<file path="config.mk">
export PLATFORM = sky130hd
export DESIGN_NAME = garage_occupancy_counter
export DESIGN_NICKNAME = d
export VERILOG_FILES = /design/src/rtl/garage_occupancy_counter_pkg.sv /design/src/rtl/garage_occupancy_counter_sensor_debounce.sv /design/src/rtl/garage_occupancy_counter.sv
export SDC_FILE = /design/constraint.sdc
export NUM_CORES = 1
export LEC_CHECK = 0
export CORE_ASPECT_RATIO = 1.25
export CORE_MARGIN = 5
export CORE_UTILIZATION = 45
export CTS_CLUSTER_SIZE = 14
export DETAILED_ROUTE_END_ITERATION = 8
export GPL_ROUTABILITY_DRIVEN = 0
export PLACE_DENSITY = 0.74
export SLEW_MARGIN = 40
export SYNTH_ARGS = -nofsm -noshare
export SYNTH_HDL_FRONTEND = slang
export SYNTH_HIERARCHICAL = 1
export SYNTH_SLANG_ARGS = --single-unit
export TNS_END_PERCENT = 10
</file>
<file path="constraint.sdc">
create_clock -name clk -period 1.9 [get_ports clk]
set_clock_uncertainty 0.1 [all_clocks]
set_input_delay 0.38 -clock clk [delete_from_list [all_inputs] [get_ports clk]]
set_output_delay 0.38 -clock clk [all_outputs]
set_load 0.02 [all_outputs]
</file>
<file path="src/rtl/garage_occupancy_counter_pkg.sv">
// Shared types, default parameters and BCD helpers for the garage occupancy counter.
package garage_occupancy_counter_pkg;

  localparam int unsigned DEF_CAPACITY  = 20;
  localparam int unsigned DEF_DEBOUNCE  = 4;
  localparam int unsigned DEF_GATE_HOLD = 8;
  localparam int unsigned BCD_W         = 4;
  localparam int unsigned CNT_W         = 8;

  typedef logic [BCD_W-1:0] bcd_t;

  typedef enum logic {
    GATE_CLOSED = 1'b0,
    GATE_OPEN   = 1'b1
  } gate_state_e;

  typedef struct packed {
    bcd_t tens;
    bcd_t units;
  } occ_t;

  function automatic occ_t occ_inc(input occ_t o);
    occ_t r;
    r = o;
    if (o.units == BCD_W'(9)) begin
      r.units = '0;
      r.tens  = o.tens + BCD_W'(1);
    end else begin
      r.units = o.units + BCD_W'(1);
    end
    return r;
  endfunction

  function automatic occ_t occ_dec(input occ_t o);
    occ_t r;
    r = o;
    if (o.units == '0) begin
      r.units = BCD_W'(9);
      r.tens  = o.tens - BCD_W'(1);
    end else begin
      r.units = o.units - BCD_W'(1);
    end
    return r;
  endfunction

endpackage

</file>
<file path="src/rtl/garage_occupancy_counter_sensor_debounce.sv">
// Two-flop synchronizer, stability debouncer and rising-edge event for one lane sensor.
module sensor_debounce
  import garage_occupancy_counter_pkg::*;
#(
  parameter int unsigned DEBOUNCE = DEF_DEBOUNCE
) (
  input  logic clk,
  input  logic rst,
  input  logic sensor_i,
  output logic evt_o
);

  logic [1:0]       sync_q;
  logic             level_q, level_d;
  logic             prev_q;
  logic             evt_q, evt_d;
  logic [CNT_W-1:0] cnt_q, cnt_d;

  // Level flips on the DEBOUNCE-th consecutive mismatching sample.
  always_comb begin
    level_d = level_q;
    cnt_d   = '0;
    evt_d   = level_q & ~prev_q;
    if (sync_q[1] != level_q) begin
      if (cnt_q == CNT_W'(DEBOUNCE - 1)) begin
        level_d = ~level_q;
      end else begin
        cnt_d = cnt_q + CNT_W'(1);
      end
    end
  end

  always_ff @(posedge clk) begin
    if (rst) begin
      sync_q  <= '0;
      level_q <= 1'b0;
      prev_q  <= 1'b0;
      evt_q   <= 1'b0;
      cnt_q   <= '0;
    end else begin
      sync_q  <= {sync_q[0], sensor_i};
      level_q <= level_d;
      prev_q  <= level_q;
      evt_q   <= evt_d;
      cnt_q   <= cnt_d;
    end
  end

  assign evt_o = evt_q;

endmodule

</file>
<file path="src/rtl/garage_occupancy_counter.sv">
// Garage occupancy tracker: debounced lane sensors feed a two-digit BCD counter and an
// entry-gate hold FSM.
module garage_occupancy_counter
  import garage_occupancy_counter_pkg::*;
#(
  parameter int unsigned CAPACITY  = DEF_CAPACITY,
  parameter int unsigned DEBOUNCE  = DEF_DEBOUNCE,
  parameter int unsigned GATE_HOLD = DEF_GATE_HOLD
) (
  input  logic clk,
  input  logic rst,
  input  logic enter_sensor,
  input  logic exit_sensor,
  output bcd_t tens,
  output bcd_t units,
  output logic full,
  output logic empty,
  output logic gate_open,
  output logic reject
);

  localparam bcd_t CAP_TENS  = BCD_W'(CAPACITY / 10);
  localparam bcd_t CAP_UNITS = BCD_W'(CAPACITY % 10);

  logic             enter_evt, exit_evt;
  occ_t             occ_q, occ_d;
  logic             full_q, full_d, empty_q, empty_d;
  logic             reject_q, reject_d;
  logic             gate_open_q, gate_open_d;
  gate_state_e      state_q, state_d;
  logic [CNT_W-1:0] hold_q, hold_d;
  logic             accept;

  sensor_debounce #(.DEBOUNCE(DEBOUNCE)) u_enter (
    .clk      (clk),
    .rst      (rst),
    .sensor_i (enter_sensor),
    .evt_o    (enter_evt)
  );

  sensor_debounce #(.DEBOUNCE(DEBOUNCE)) u_exit (
    .clk      (clk),
    .rst      (rst),
    .sensor_i (exit_sensor),
    .evt_o    (exit_evt)
  );

  // Simultaneous enter/exit keeps the count but still lets the entering car through.
  always_comb begin
    occ_d    = occ_q;
    state_d  = state_q;
    hold_d   = hold_q;
    accept   = enter_evt & (exit_evt | ~full_q);
    reject_d = enter_evt & ~exit_evt & full_q;

    if (enter_evt && !exit_evt && !full_q) begin
      occ_d = occ_inc(occ_q);
    end else if (exit_evt && !enter_evt && !empty_q) begin
      occ_d = occ_dec(occ_q);
    end
    full_d  = (occ_d == {CAP_TENS, CAP_UNITS});
    empty_d = (occ_d == '0);

    case (state_q)
      GATE_CLOSED: begin
        if (accept) begin
          state_d = GATE_OPEN;
          hold_d  = CNT_W'(GATE_HOLD);
        end
      end
      GATE_OPEN: begin
        if (accept) begin
          hold_d = CNT_W'(GATE_HOLD);
        end else begin
          hold_d = hold_q - CNT_W'(1);
          if (hold_q == CNT_W'(1)) begin
            state_d = GATE_CLOSED;
          end
        end
      end
      default: state_d = GATE_CLOSED;
    endcase
    gate_open_d = (state_d == GATE_OPEN);
  end

  always_ff @(posedge clk) begin
    if (rst) begin
      occ_q       <= '0;
      full_q      <= 1'b0;
      empty_q     <= 1'b1;
      reject_q    <= 1'b0;
      state_q     <= GATE_CLOSED;
      hold_q      <= '0;
      gate_open_q <= 1'b0;
    end else begin
      occ_q       <= occ_d;
      full_q      <= full_d;
      empty_q     <= empty_d;
      reject_q    <= reject_d;
      state_q     <= state_d;
      hold_q      <= hold_d;
      gate_open_q <= gate_open_d;
    end
  end

  assign tens      = occ_q.tens;
  assign units     = occ_q.units;
  assign full      = full_q;
  assign empty     = empty_q;
  assign gate_open = gate_open_q;
  assign reject    = reject_q;

endmodule

</file>
==> Word level (Yosys, flattened, before mapping) <==
Index checks and enable logic that the tools add are counted.
{ "totals": {"ff_bits": 46, "in_bits": 4, "output_inout_bits": 12, "word_cells": 74} }
{ "op_classes": {"n_addsub": 7, "eq_ne": 8, "muxes": 13, "bitwise": 15, "n_reduce_logical": 14} }
{ "ops": {"columns": ["op", "n"], "rows": [
  ["2-to-1 mux 8 bit", 4],
  ["adder 8 x 1 -> 8 bit (second input constant)", 2],
  ["== test 8 x 2 -> 1 bit (second input constant)", 2],
  ["2-to-1 mux 4 bit", 4],
  ["case mux 8 bit (2 select lines)", 1],
  ["inverter 1 bit", 9],
  ["adder 4 x 1 -> 4 bit (second input constant)", 2],
  ["== test 8 x 1 -> 1 bit (second input constant)", 1],
  ["== test 8 x 6 -> 1 bit (second input constant)", 1],
  ["zero test 8 bit", 1],
  ["subtractor 4 x 1 -> 4 bit (second input constant)", 2],
  ["subtractor 8 x 1 -> 8 bit (second input constant)", 1],
  ["OR reduction 3 bit", 2],
  ["AND 1 bit", 5],
  ["== test 4 bit (second input constant)", 1],
  ["logical AND 1 bit", 4],
  ["zero test 1 bit", 4],
  ["zero test 4 bit", 1],
  ["AND reduction 2 bit", 2],
  ["2-to-1 mux 1 bit", 3],
  ["inequality test 1 bit", 2],
  ["inequality test 2 bit (second input constant)", 1],
  ["case mux 1 bit (2 select lines)", 1],
  ["bitwise OR 1 bit", 1]
]} }

==> Logic depth before layout (Yosys ltp) <==
Gate-level depths: netlist of the first run.
{ "logic_depth": {"depth_word": 6, "depth_mapped": 7, "depth_no_buf": 7} }

==> Cells and area by module <==
The synthesis of the first run kept the hierarchy.
{ "modules_own_cells": {"columns": ["mod", "instances", "cells_per_inst", "area_per_inst_um2", "seq_area_each_um2"], "rows": [
  ["garage_occupancy_counter", 1, 127, 1087.3, 400.4],
  ["sensor_debounce", 2, 51, 496.7, 260.2]
]} }

==> Worst setup path before layout of the first run <==
Ideal clock, no wire load.
{ "synth_path": {"path_kind": "register -> register", "startpoint": "register occ_q (netlist bit units[2])", "endpoint": "register empty_q, in the netlist empty", "setup_time_ns": 0.116, "arrival_time_ns": 1.734, "t_required_ns": 1.684, "setup_slack_ns": -0.050, "stages_incl_launch_ff": 8, "n_path_buf": 1, "synth_period_minus_slack_ns": 1.950, "path_cell_list": "dfxtp_1 > buf_2 > nor4_2 > nand2_1 > o21ai_1 > mux2i_1 > a311o_1 > a41o_1"} }
{ "synth_via": {"elab_chain_cells": 5, "elab_cells_between_ends": 11, "cone_classes": "2 x add/sub; 1 x eq/ne; 6 x mux; 2 x reduce/logical"} }
{ "synth_rtl": {"columns": ["item", "line", "rtl"], "rows": [
  ["start, declared", "garage_occupancy_counter.sv:26", "occ_t occ_q, occ_d;"],
  ["start signal, assigned", "garage_occupancy_counter.sv:88", "occ_q <= '0;"],
  ["start signal, assigned", "garage_occupancy_counter.sv:96", "occ_q <= occ_d;"],
  ["subtractor 4 x 1 -> 4 bit or zero test 4 bit (tied branches)", "garage_occupancy_counter_pkg.sv:41, garage_occupancy_counter_pkg.sv:37", null],
  ["2-to-1 mux 4 bit", "garage_occupancy_counter_pkg.sv:37", "if (o.units == '0) begin"],
  ["2-to-1 mux 8 bit", "garage_occupancy_counter.sv:58", "end else if (exit_evt && !enter_evt && !empty_q) begin"],
  ["2-to-1 mux 8 bit (*)", "garage_occupancy_counter.sv:56", "if (enter_evt && !exit_evt && !full_q) begin"],
  ["zero test 8 bit (*)", "garage_occupancy_counter.sv:62", "empty_d = (occ_d == '0);"],
  ["end signal, assigned", "garage_occupancy_counter.sv:98", "empty_q <= empty_d;"],
  ["end, declared", "garage_occupancy_counter.sv:27", "logic full_q, full_d, empty_q, empty_d;"]
]} }
Mark *: on every way between the ends. The rest lies on a longest branch, timed or not.
A chain may end at the register's enable or synchronous reset.

==> Worst setup path in the final report of the first run <==
{ "layout_path": {"startpoint": "register occ_q (netlist bit tens[0])", "endpoint": "register empty_q, in the netlist empty"} }
{ "layout_via": {"elab_chain_cells": 5, "elab_cells_between_ends": 7, "cone_classes": "2 x add/sub; 4 x mux; 1 x reduce/logical"} }
{ "layout_rtl": {"columns": ["item", "line", "rtl"], "rows": [
  ["subtractor 4 x 1 -> 4 bit", "garage_occupancy_counter_pkg.sv:39", "r.tens = o.tens - BCD_W'(1);"],
  ["2-to-1 mux 4 bit", "garage_occupancy_counter_pkg.sv:37", null],
  ["2-to-1 mux 8 bit", "garage_occupancy_counter.sv:58", null],
  ["2-to-1 mux 8 bit (*)", "garage_occupancy_counter.sv:56", null],
  ["zero test 8 bit (*)", "garage_occupancy_counter.sv:62", null]
]} }
Marks and branches as above.

==> results of run 1 <==
[through the flow]
step	utilization	worst slack [ns]	power [uW]	TNS (ns)
2_1_floorplan	-	-0.01389	1007	-0.01389
3_3_place_gp	0.5412	0.05699	1025	0
3_5_place_dp	0.5412	0.003799	1026	0
4_1_cts	0.5609	0.01477	1629	0
5_1_grt	0.5685	-0.07763	1660	-0.1436
6_report	0.5685	0.02398	1596	0
[kinds of logic (layout without fill, tap and decap cells)]
logic type / Yosys count / count (layout)
and+or+nand+nor: 92 / 92
DFF: 46 / 46
AOI/OAI and AO/OA: 41 / 41
xor gates and xnor gates: 20 / 20
buffers and inverters: 17 / 50
adders and majority gates: 8 / 8
muxes: 5 / 5
[placed cells by master (no fill, tap or decap), types with 3 or more instances in the layout]
cell and instances:
nand2_1 16, nor4b_1 3, o21ai_0 12, nand3_1 8, nor2b_1 8, or3_1 10, xnor2_1 9, clkdlybuf4s50_1 9
buf_4 14, ha_1 8, nand4_1 3, dfxtp_2 3, a21oi_1 15, xor2_1 11, clkbuf_8 6, dlygate4sd2_1 4
dfxtp_1 43, nor2_1 27, inv_1 12, mux2i_1 3
[repair_timing]
action / in CTS / in global routing
setup endpoints to repair: 5 / 3
pin swaps: 0 / 5
setup buffers: 0 / 1
gates resized for setup: 5 / 8
[routing by layer]
layer | wire [um] | up-vias | global-route usage | part of all wire
li1 | - | 858 | - | -
met5 | 0 | - | 0 | 0
met1 | 1658 | 771 | 0.1459 | 0.46
met4 | 95 | 0 | 0.05641 | 0.026
met2 | 1709 | 22 | 0.2127 | 0.48
met3 | 126 | 8 | 0.03517 | 0.035
[where the power goes]
| group | leakage (uW) | switching (uW) | total (uW) | internal (uW) |
|---|---|---|---|---|
| Clock | 0.0000482 | 300 | 594 | 293 |
| Combinational | 0.000587 | 16.7 | 31.6 | 14.9 |
| Sequential | 0.000373 | 2.56 | 971 | 968 |
[state kept, by name, summed over array words and instances (netlist names), 2 cells and up]
name	cells
hold_q	8
u_exit/sync_q	2
units	4
u_enter/sync_q	2
u_enter/cnt_q	8
tens	4
u_exit/cnt_q	8
[layout make-up]
| cell class | count | area share |
|---|---|---|
| Multi-Input combinational cell | 166 | 0.4442 |
| Inverter | 12 | 0.01777 |
| Sequential cell | 46 | 0.3648 |
| Timing Repair Buffer | 30 | 0.1086 |
| Clock buffer | 7 | 0.03406 |
| Clock inverter | 1 | 0.001974 |
| Tap cell | 58 | 0.02863 |
[worst min path at each step]
stage	from	end	slack, ns	depth (start not counted)
after floorplan	u_enter/prev_q$_SDFF_PP0_	u_enter/evt_o$_SDFF_PP0_	0.27	1
after global placement	u_enter/prev_q$_SDFF_PP0_	u_enter/evt_o$_SDFF_PP0_	0.27	1
after detailed placement	u_enter/prev_q$_SDFF_PP0_	u_enter/evt_o$_SDFF_PP0_	0.28	1
after CTS	u_enter/prev_q$_SDFF_PP0_	u_enter/evt_o$_SDFF_PP0_	0.29	1
after global routing	u_exit/prev_q$_SDFF_PP0_	u_exit/evt_o$_SDFF_PP0_	0.29	1
final	u_exit/prev_q$_SDFF_PP0_	u_exit/evt_o$_SDFF_PP0_	0.28	1
==> metrics.txt, run 1 <==
r2r worst-path depth=6; Post-Place Cell Area=2414 um^2; initial drt markers=83; H-tree levels=2; Worst-Skew Late Latency=0.29 ns; Final Hold Fails=0; Synth Warn #=6; Final min period=1.876 ns; drt pass-1 iters=4; status=finished clean; drt wl/cell=11.22 um; WP depth=6; TritonCTS Buffers=5; first-pass GRT wire length=6210 um; Vert. Die Dim=86.03 um; overall global routing resource usage=0.1254; Mapped Area=2081 um^2; # fillers=403; Hold Path Class=reg -> reg; area growth from synthesis to layout=21.83%; largest family of logic cells by synthesized area=simple AND/OR/NAND/NOR gates; post-synthesis adder-cell area fraction=0.04811; Initial Utilization=0.4666; die width=70.82 um; number of antenna diodes=0; Post-synth ARST share=0; Hold WS=0.2795 ns; post-synth top area cell=dfxtp_1; Slew @ Worst Pin=0.4003 ns; most frequent cell after synthesis=dfxtp_1; Max-Slew Margin vs Limit=0.7307; maxcap violations=0; I/O Pins=16; r2r startpoint=tens[0]$_SDFF_PP0_; most frequent cells after synthesis=dfxtp_1 (46), nor2_1 (27), nand2_1 (18), a21oi_1 (15); FF-to-FF End=empty$_SDFF_PP1_; layout cells sized above 1=0.1489; Num Clock Sinks=46; hold_buf cts=0; Max FO, Critical Path=6; Layout Nets=273; vias in the first global route=1485; xor/xnor share of the synthesized area=0.08419; Final Cycle Share=0.9874; clock slew at reported path FFs=0.08 ns; area occupied by multi-input gates=1126 um^2; sequential area share after synthesis=0.4426; Setup crit end=empty$_SDFF_PP1_; grt ovf=0; Critical Path End Type=flop; Slowest cell on crit path=dfxtp_1; mux cell area share after synthesis=0.02465; simple-gate share of the synthesized area=0.2441; WP data required=1.99 ns; post-synth top area share=0.4426; CTS root buffer=clkbuf_8; WP data arrival=1.96 ns; Post-DRT Antenna Nets=0; Cell Pwr Density=629.6 nW/um^2; Worst setup startpoint=tens[0]$_SDFF_PP0_; Synth Net Count=241; R2R setup slack=0.02 ns; post-synth cell types=41; Compound-Gate Fraction of Synth Area=0.1245; Residual DRC=0; largest stage delay on the critical path=0.43 ns; maximum vdd drop=606.1 uV; CP startpoint kind=flop; Cells after DPL=311; Via Count=1659; Layout Cells excl Fill=320; P_leak=0.001008 uW; CTS tree=built; Mapped Avg Cell Area=9.086 um^2; Via density=5.184; Synth area leaders=dfxtp_1 (44%), nor2_1 (4.9%), ha_1 (4.8%); Synth Flop Type=dfxtp_1; final setup fails=0; CP bufs+invs=1; post-route cell area=2535 um^2; worst-path cell chain=inv_1, ha_1, o21ai_2, mux2i_1, a311o_1, a41o_1; initial antenna violation count=0; CTS Buffer Depth=2; die area=6092 um^2; Seq cells post-synth=46; fmax=533.0 MHz; Slew Limit Fails=0; FP Rows=27; kind of critical path=reg -> reg; Routed Wire Length=3589 um; Reg area=924.6 um^2; number of synthesized flops with an enable pin=0; input/output buffers=15; RSZ-0062 raised after global routing=yes; largest net degree at the start of global routing=24; Post-DP HPWL=2563 um; top cell family by delay on the critical path=compound AO/OA/AOI/OAI gates; Synth Instances=229; total core area=4459 um^2
(Power assumes the default switching activity.)
==> run 2: changes to the inputs <==
--- a/config.mk
+++ b/config.mk
@@ -11,7 +11,7 @@
 export CTS_CLUSTER_SIZE = 14
 export DETAILED_ROUTE_END_ITERATION = 8
 export GPL_ROUTABILITY_DRIVEN = 0
-export PLACE_DENSITY = 0.74
+export PLACE_DENSITY = 0.67
 export SLEW_MARGIN = 40
 export SYNTH_ARGS = -nofsm -noshare
 export SYNTH_HDL_FRONTEND = slang
==> metrics.txt, run 2 (synthesis results as in run 1) <==
die width=70.82 um; number of antenna diodes=0; WP data arrival=1.99 ns; post-route cell area=2574 um^2; Final Cycle Share=1.000; WP depth=6; Post-Place Cell Area=2406 um^2; kind of critical path=reg -> reg; area growth from synthesis to layout=23.69%; Post-DRT Antenna Nets=0; Slew Limit Fails=0; violated checks=setup timing; final setup margin=-0.0005180 ns; CP startpoint kind=flop; Final Util=0.5772; P_leak=0.001040 uW; WP data required=1.99 ns; Max FO, Critical Path=5; Post-DP HPWL=2662 um; final setup fails=1; biggest regs=hold_q: 8 flops, u_enter/cnt_q: 8 flops, u_exit/cnt_q: 8 flops; Routed Wire Length=3745 um; setup TNS=-0.0005180 ns; Num Clock Sinks=46; Layout Cells excl Fill=320; Cells after DPL=310; total core area=4459 um^2; CTS tree=built; Vert. Die Dim=86.03 um; largest stage delay on the critical path=0.38 ns; Worst-Skew Late Latency=0.29 ns; H-tree levels=2; Initial Utilization=0.4666; layout cells sized above 1=0.1489; CTS Buffer Depth=2; Final min period=1.901 ns; vias in the first global route=1573; initial drt markers=55; Hold Path Class=reg -> reg; top cell family by delay on the critical path=compound AO/OA/AOI/OAI gates; maximum vdd drop=507.7 uV; Slew @ Worst Pin=0.3849 ns; CP bufs+invs=1; overall global routing resource usage=0.1264; CTS root buffer=clkbuf_8; Max-Slew Margin vs Limit=0.7426; worst-path cell chain=nor3b_4, buf_6, mux2i_4, a21oi_2, a311o_1, and4b_1; maxcap violations=0; grt ovf=0; fmax=526.2 MHz; Hold Crit Depth=1; Final Hold Fails=0; FP Rows=27; drt wl/cell=11.70 um; r2r worst-path depth=6; Slowest cell on crit path=a311o_1; I/O Pins=16; Critical Path End Type=flop; Via Count=1659; initial antenna violation count=0; status=complete, but fails checks; first-pass GRT wire length=6389 um; clock slew at reported path FFs=0.08 ns; Layout Nets=273; Cell Pwr Density=661.8 nW/um^2; Residual DRC=0; dpl ws=-0.002224 ns; most common cell after layout, fill and taps aside=dfxtp_1; die area=6092 um^2; drt pass-1 iters=4; largest net degree at the start of global routing=14; hold_buf cts=0; input/output buffers=15; RSZ-0062 raised after global routing=yes; Via density=5.184; TritonCTS Buffers=5; most frequent cells in the layout=dfxtp_1 (42), nor2_1 (27), nand2_1 (16)
## run 2: per-stage QoR
stage	power [uW]	hold WS, ns
after floorplan	1007	0.2674
after global placement	1025	0.2737
after detailed placement	1026	0.2766
after CTS	1725	0.2834
after global routing	1772	0.2955
final	1703	0.2725
## run 2: power by group
group | switching, uW | internal (uW)
sequential | 2.67 | 967
combinational | 16.9 | 14.7
clock | 309 | 394
total | 328 | 1380
## run 2: what timing repair did
item | CTS | global route
gates resized for setup | 5 | 13
setup buffers | 0 | 2
endpoints found under the setup margin | 5 | 6
pin swaps | 0 | 6
## run 2: per-layer routing
metal	routed length (um)	GRT usage	vias up
li1	-	-	856
met1	1705	0.1482	777
met2	1866	0.2253	22
met3	131	0.02579	4
met4	41	0.04615	0
met5	0	0	-
## run 2: cell type report
type	count	area (um^2)
clock buffers	7	76.32
flip-flops and latches	46	928.4
repair buffers	30	285.3
clock inverters	1	30.03
fillers	412	1886
multi-input cells	166	1136
inverters	12	45.04
well taps	58	72.57
## run 2: worst paths after layout
path	from	to	slack, ns
worst min register to register	u_exit/prev_q$_SDFF_PP0_	u_exit/evt_o$_SDFF_PP0_	0.27
worst max-delay path	u_exit/evt_o$_SDFF_PP0_	full$_SDFF_PP0_	-0.0005
worst min-delay path	u_exit/prev_q$_SDFF_PP0_	u_exit/evt_o$_SDFF_PP0_	0.27
worst max register to register	u_exit/evt_o$_SDFF_PP0_	full$_SDFF_PP0_	-0.0005
